**config.mk**
```make
export PLATFORM = sky130hd
export DESIGN_NAME = run_pattern_gen
export DESIGN_NICKNAME = d
export VERILOG_FILES = /design/src/rtl/run_pattern_gen.sv
export SDC_FILE = /design/constraint.sdc
export NUM_CORES = 1
export LEC_CHECK = 0
export BUFFER_PORTS_ARGS = -buffer_cell sky130_fd_sc_hd__buf_2
export CORE_ASPECT_RATIO = 1.4
export CORE_MARGIN = 10
export CORE_UTILIZATION = 45
export CTS_CLUSTER_DIAMETER = 200
export CTS_CLUSTER_SIZE = 12
export DETAILED_ROUTE_END_ITERATION = 16
export PLACE_DENSITY = 0.71
export SLEW_MARGIN = 20
export SYNTH_ARGS = -nofsm -noshare
export SYNTH_HDL_FRONTEND = slang
export SYNTH_SLANG_ARGS = --single-unit
```
**constraint.sdc**
```tcl
create_clock -name clk -period 2.6 [get_ports clk]
set_input_delay 0.13 -clock clk [delete_from_list [all_inputs] [get_ports clk]]
set_output_delay 0.13 -clock clk [all_outputs]
set_load 0.005 [all_outputs]
```
**src/rtl/run_pattern_gen.sv**
```systemverilog
// Serial run-pattern transmitter: emits N1 runs of four 1s then N0 runs of four 0s
// per accepted start, and shows the latched counts on two 7-segment outputs.
module run_pattern_gen (
  input  logic       clk,
  input  logic       clr,
  input  logic       start,
  input  logic [3:0] n1,
  input  logic [3:0] n0,
  output logic       ser,
  output logic       ser_en,
  output logic       busy,
  output logic       done,
  output logic [6:0] seg1,
  output logic [6:0] seg0
);

  typedef enum logic [1:0] {
    IDLE  = 2'd0,
    ONES  = 2'd1,
    ZEROS = 2'd2
  } state_t;

  state_t     state_r, next_s;
  logic [3:0] r1_r, r0_r, r1_s, r0_s;
  logic [3:0] lat1_r, lat0_r, lat1_s, lat0_s;
  logic [1:0] bc_r, bc_s;
  logic       done_s;

  function automatic logic [3:0] clamp9(input logic [3:0] v);
    return (v > 4'd9) ? 4'd9 : v;
  endfunction

  function automatic logic [6:0] seg_enc(input logic [3:0] d);
    logic [6:0] s;
    case (d)
      4'd0:    s = 7'b0111111;
      4'd1:    s = 7'b0000110;
      4'd2:    s = 7'b1011011;
      4'd3:    s = 7'b1001111;
      4'd4:    s = 7'b1100110;
      4'd5:    s = 7'b1101101;
      4'd6:    s = 7'b1111101;
      4'd7:    s = 7'b0000111;
      4'd8:    s = 7'b1111111;
      4'd9:    s = 7'b1100111;
      default: s = 7'b0000000;
    endcase
    return s;
  endfunction

  // Next-state and counter update logic
  always_comb begin
    next_s = state_r;
    r1_s   = r1_r;
    r0_s   = r0_r;
    bc_s   = bc_r;
    lat1_s = lat1_r;
    lat0_s = lat0_r;
    done_s = 1'b0;
    case (state_r)
      IDLE: begin
        if (start) begin
          lat1_s = clamp9(n1);
          lat0_s = clamp9(n0);
          r1_s   = clamp9(n1);
          r0_s   = clamp9(n0);
          bc_s   = 2'd0;
          if (clamp9(n1) != 4'd0) begin
            next_s = ONES;
          end else if (clamp9(n0) != 4'd0) begin
            next_s = ZEROS;
          end else begin
            next_s = IDLE;
            done_s = 1'b1;
          end
        end else begin
          next_s = IDLE;
        end
      end
      ONES: begin
        bc_s = bc_r + 2'd1;
        if (bc_r == 2'd3) begin
          r1_s = r1_r - 4'd1;
          if (r1_r == 4'd1) begin
            if (r0_r != 4'd0) begin
              next_s = ZEROS;
            end else begin
              next_s = IDLE;
              done_s = 1'b1;
            end
          end else begin
            next_s = ONES;
          end
        end else begin
          next_s = ONES;
        end
      end
      ZEROS: begin
        bc_s = bc_r + 2'd1;
        if (bc_r == 2'd3) begin
          r0_s = r0_r - 4'd1;
          if (r0_r == 4'd1) begin
            next_s = IDLE;
            done_s = 1'b1;
          end else begin
            next_s = ZEROS;
          end
        end else begin
          next_s = ZEROS;
        end
      end
      default: begin
        next_s = IDLE;
      end
    endcase
  end

  // State, counters and outputs; outputs follow the next state so the first bit
  // appears on the accepting edge
  always_ff @(posedge clk or posedge clr) begin
    if (clr) begin
      state_r <= IDLE;
      r1_r    <= 4'd0;
      r0_r    <= 4'd0;
      bc_r    <= 2'd0;
      lat1_r  <= 4'd0;
      lat0_r  <= 4'd0;
      ser     <= 1'b0;
      ser_en  <= 1'b0;
      busy    <= 1'b0;
      done    <= 1'b0;
      seg1    <= 7'b0111111;
      seg0    <= 7'b0111111;
    end else begin
      state_r <= next_s;
      r1_r    <= r1_s;
      r0_r    <= r0_s;
      bc_r    <= bc_s;
      lat1_r  <= lat1_s;
      lat0_r  <= lat0_s;
      ser     <= (next_s == ONES);
      ser_en  <= (next_s != IDLE);
      busy    <= (next_s != IDLE);
      done    <= done_s;
      seg1    <= seg_enc(lat1_s);
      seg0    <= seg_enc(lat0_s);
    end
  end

endmodule
```
After elaboration in Yosys (flattened, before gate mapping)
Memories as Yosys holds them, arrays and structs flattened. A register that Yosys moved wholly into a read port is not among the register bits.
Index checks and enable logic that the tools add are counted.
Word-level totals
  bits in registers: 23
  bits in read-only memories: 224
  logic and storage cells: 69
  memories: 2
Memory list
  (name not given): depth 16, width 7, read ports 1, clocked after memory_dff 1, wr ports 0, line 35  | case (d)
  (name not given): depth 16, width 7, read ports 1, clocked after memory_dff 1, wr ports 0, line 35
Cells by class
  $add $sub $neg: 3
  magnitude comparators: 2
  eq/ne operators: 9
  muxes and demuxes: 32
  reduce and logical (&&, ||, !) cells: 12
Operators with widths (number)
  $mux W4: 10
  $mux W2: 9
  $pmux W4 S2: 2
  $reduce_bool A4 Y1: 3
  $eq A4 B1 Y1 const B: 2
  $gt A4 B4 Y1 const B: 2
  $mux W1: 8
  $reduce_bool A2 Y1: 4
  $sub A4 B1 Y4 const B: 2
  $ne A2 B2 Y1 const B: 3
  $pmux W2 S3: 1
  $reduce_and A3 Y1: 2
  $eq A2 B1 Y1 const B: 2
  $eq A2 B2 Y1 const B: 2
  $pmux W2 S2: 1
  $pmux W1 S3: 1
  $add A2 B1 Y2 const B: 1
  $logic_not A2 Y1: 1
  $reduce_and A2 Y1: 1
  $reduce_or A2 Y1: 1

Depth between registers and ports, before layout
  depth after elaboration: 8
  depth in mapped cells: 11

Least setup slack after synthesis
Ideal clock, no wire load.
  path kind: reg-to-reg
  start: register state_r[0]
  end: register seg0[6]
  arrival time: 2.059 ns
  path slack: 0.458 ns
  stages on the path, launching flop included: 10
  buffers on the path: 1
  cells stage by stage: dfrtp_1 > inv_1 > ha_1 > nand2_2 > buf_6 > a21oi_1 > inv_1 > ha_1 > mux2_2 > o21ai_0
On the way
  word-level cells in the longest chain between the ends: 2
Ends and longest elaborated chain
  from (decl): line 23  | state_t state_r, next_s;
  from (signal assigned): line 135  | state_r <= next_s;
  $logic_not A2 Y1: line 60  | case (state_r)
  $mux W4: line 60
  via lat0_s[1]: line 25  | logic [3:0] lat1_r, lat0_r, lat1_s, lat0_s;
  to (decl): line 14  | output logic [6:0] seg0
The timed path passes the listed nets, and every way through them passes these cells.
A chain may end at the register's enable or synchronous reset.

Final worst setup path
  start: register state_r[0]
  end: register seg1[5]
On the way
  word-level cells in the longest chain between the ends: 2
Ends and longest elaborated chain
  $logic_not A2 Y1: line 60
  $mux W4: line 60
  via lat1_s[0]: line 25
  to (decl): line 13  | output logic [6:0] seg1,
The timed path passes the listed nets, and every way through them passes these cells.

==> impl_results.md <==
* Status: finished clean
* CP dominant cell by count: inv_1
* Clock share of power at 0.174
* Final total power at 2.910 mW
* Cell Area, Synth at 2112 sq um
* # H-tree levels at 2
* Crit path buf inv count at 3
* Core area at 4536 sq um
* Die width at 77.90 um
* Hold Crit Start: n0[0]
* Hold Vio Cnt, Final at 0
* Port Buffers at 28
* Number of global-route vias before repair at 1485
* DR vias at 1512
* P_sw at 1.079 mW
* Initial Utilization at 0.4657
* # IOs at 29
* GPL Wtd Cong at 0.8364
* Worst EP arrival at 2.46 ns
* Mapped Nets at 235
* Yosys warnings at 0
* Static leakage at 1.165 nW
* Most used DFF post-synth: dfrtp_1
* Flop2flop setup slack at 0.36 ns
* CP required at 2.82 ns
* Row count at 29
* Rel. slew slack at 0.6239
* HPWL Detailed at 3225 um
* Clock root cell: clkbuf_8
* Max-cap violations at 0
* Post-Synthesis Mean Instance Area at 10.40 sq um
* FF-to-FF Start: state_r[0]
* Peak VDD IR at 0.0005029 V
* Number of antenna violations at the first check in global routing at 0
* Area growth from synthesis to layout at 15.40%
* Max incr delay on CP at 0.44 ns
* CP max FO at 12
* RSZ-0062 raised after global routing: no
* Fin nets at 267
* CTS tree: built
* Total congestion overflow at 0
* Count of state elements after synthesis at 37
* Fmax at 446.7 MHz
* DRC viols at 0
* Reg2Reg Depth at 9
* CTS clk-pin slew, worst paths at 0.07 ns
* Setup Crit Path Kind: flop to flop
* R2R Path End: seg1[5]
* TritonCTS Buffers at 5
* Synth async-reset ratio at 1.000
* Post-Syn Instances at 203
* Fraction of layout cells with a size suffix above 1 at 0.2797
* DR WL/cell at 13.99 um
* Clock Skew at 0.003383 ns
* Sequential share of the synthesized area at 0.4455
* N_diodes at 0
* Crit path launch: state_r[0]
* Startpoint Class: flop
* Max-slew violation count at 0
* DR pass1 iterations at 4
* EDFF count, synth at 0
* Minimum clock period at 2.239 ns
* Final ANT Viol Nets at 0
* Critical-path cell list: inv_1, ha_1, nand2_2, o21ai_0, inv_1, ha_1, inv_1, mux2i_1, a21o_1
* First-pass GRT wire length at 7031 um
* Slowest-stage cell, CP: o21ai_0
* Int Pwr at 1.832 mW
* Hold Path Class: primary input to flop
* Switch share at 0.3706
* Clk buf depth at 2
* Cell Pwr Density at 1194 nW/um^2
* Logic pwr share at 0.469
* Die Ht at 101.1 um
* Hold path endpoint: done
* Cell variety after synth at 43
* Number of DRC markers in iteration 0 at 79
* Clock Sinks at 37
* Skew-Pair Late Insertion Delay at 0.29 ns
* Finish-stage setup viols at 0
* Routed WL at 4168 um
* Largest net degree at the start of global routing at 38
* Post-CTS setup buffers at 0
* Setup crit end kind: flop
* Worst slew pin tran at 0.5630 ns
* Die Area at 7873 sq um
* GR Util All Layers at 0.1108
* Period utilization at 0.8610
* Top delay family on crit path: compound AO/OA/AOI/OAI gates
* Via density at 5.074
* Worst Hold Depth at 4
* Setup TNS at 0 ns
* Reg power frac at 0.356
[how the worst max path moves through the flow]
stage	endpoint	cells after the start	slack, ns
global placement	seg0[0]	8	0.37
detailed placement	seg0[0]	8	0.21
global route	seg0[3]	8	0.15
CTS	seg0[0]	8	0.19
floorplan	seg0[6]	9	0.46
finish	seg1[5]	9	0.36
[synth_stat cells (all sizes together) (3+ instances only)]
library cell | number | share of area
a31oi | 4 | 0.012
nor2 | 16 | 0.028
nand3 | 7 | 0.017
mux2i | 11 | 0.070
mux2 | 4 | 0.023
ha | 21 | 0.12
dfstp | 12 | 0.15
nand2 | 11 | 0.021
dfrtp | 25 | 0.30
o21a | 4 | 0.014
o21ai | 18 | 0.044
or2 | 4 | 0.012
nor2b | 4 | 0.012
or4 | 3 | 0.011
a21oi | 8 | 0.019
nor3 | 4 | 0.012
buf | 5 | 0.016
a21o | 4 | 0.014
inv | 19 | 0.035
[kinds of logic (layout without fill, tap and decap cells)]
family / Yosys count / after routing / synth area share
AO/OA/AOI/OAI: 46 / 46 / 0.1363
adder cells (fa/ha/maj): 21 / 21 / 0.1244
buffers and inverters: 26 / 59 / 0.05450
flip-flops: 37 / 37 / 0.4455
multiplexers: 15 / 15 / 0.09301
AND/OR/NAND/NOR: 58 / 58 / 0.1463
[registers in the layout, indices dropped and copies added, names as in the netlist, 2 cells and up]
register  count
lat1_r        4
bc_r          2
r1_r          4
lat0_r        4
r0_r          4
state_r       2
seg0          7
seg1          7
[final cells by class]
class,instances,area (sq um)
Clock buffer,7,86.33
Clock inverter,1,30.03
Timing Repair Buffer,32,172.7
Multi-Input combinational cell,140,1056
Sequential cell,37,940.9
Tap cell,62,77.57
Fill cell,400,2098
Inverter,19,73.82
[layout by cell type (no fill, tap or decap), types with 2 or more instances in the layout]
cell / instances
buf_2: 28
dfrtp_1: 25
ha_1: 21
inv_1: 17
nor2_1: 16
o21ai_0: 16
dfstp_2: 12
nand2_1: 10
mux2i_1: 8
a21oi_1: 8
nand3_1: 7
clkbuf_8: 6
nor2b_1: 4
o21a_1: 4
a21o_1: 4
a31oi_1: 4
or2_2: 4
mux2i_4: 3
mux2_2: 3
or4_1: 3
nor3_1: 3
buf_4: 3
nor3b_1: 2
o311ai_0: 2
a2bb2oi_1: 2
[metal layers]
layer,global-route usage,routed length (um),part of all wire,up-vias
met5,0,0,0,-
met4,0.05394,61,0.015,0
met3,0.03839,241,0.058,5
met2,0.1900,2183,0.52,24
met1,0.1188,1682,0.40,715
li1,-,-,-,768
[worst reg2reg max path: cells and delay by family (launching register included)]
family | cells | cell delay, ns
AO/OA/AOI/OAI | 2 | 0.61
multiplexers | 1 | 0.07
buffers and inverters | 3 | 0.34
flip-flops | 1 | 0.41
AND/OR/NAND/NOR | 1 | 0.26
adder cells (fa/ha/maj) | 2 | 0.47
[power groups by stage]
stage	clock network (mW)	registers [mW]	logic, mW
2_1_floorplan	0	1.04	0.996
5_1_grt	0.551	1.07	1.57
4_1_cts	0.529	1.04	1.39
3_5_place_dp	0	1.05	1.38
6_report	0.508	1.04	1.37
3_3_place_gp	0	1.04	1.36
[per-stage QoR]
stage	util	cell area [sq um]	std cells	setup WS, ns	hold slack (ns)
floorplan	-	2112	203	0.4581	0.3008
global placement	0.5095	2311	289	0.3695	0.2577
detailed placement	0.5095	2311	289	0.2105	0.2648
CTS	0.5374	2437	298	0.1930	0.1354
global route	0.5374	2437	298	0.1493	0.1648
finish	0.5374	2437	298	0.3614	0.1540
[what timing repair did]
action / CTS / global route
gates resized for setup: 0 / 1
endpoints found under the setup margin: 0 / 1
endpoints found under the hold margin: 25 / 0
hold buffers: 1 / 0
Note: power is estimated with default switching activity, not from simulation.
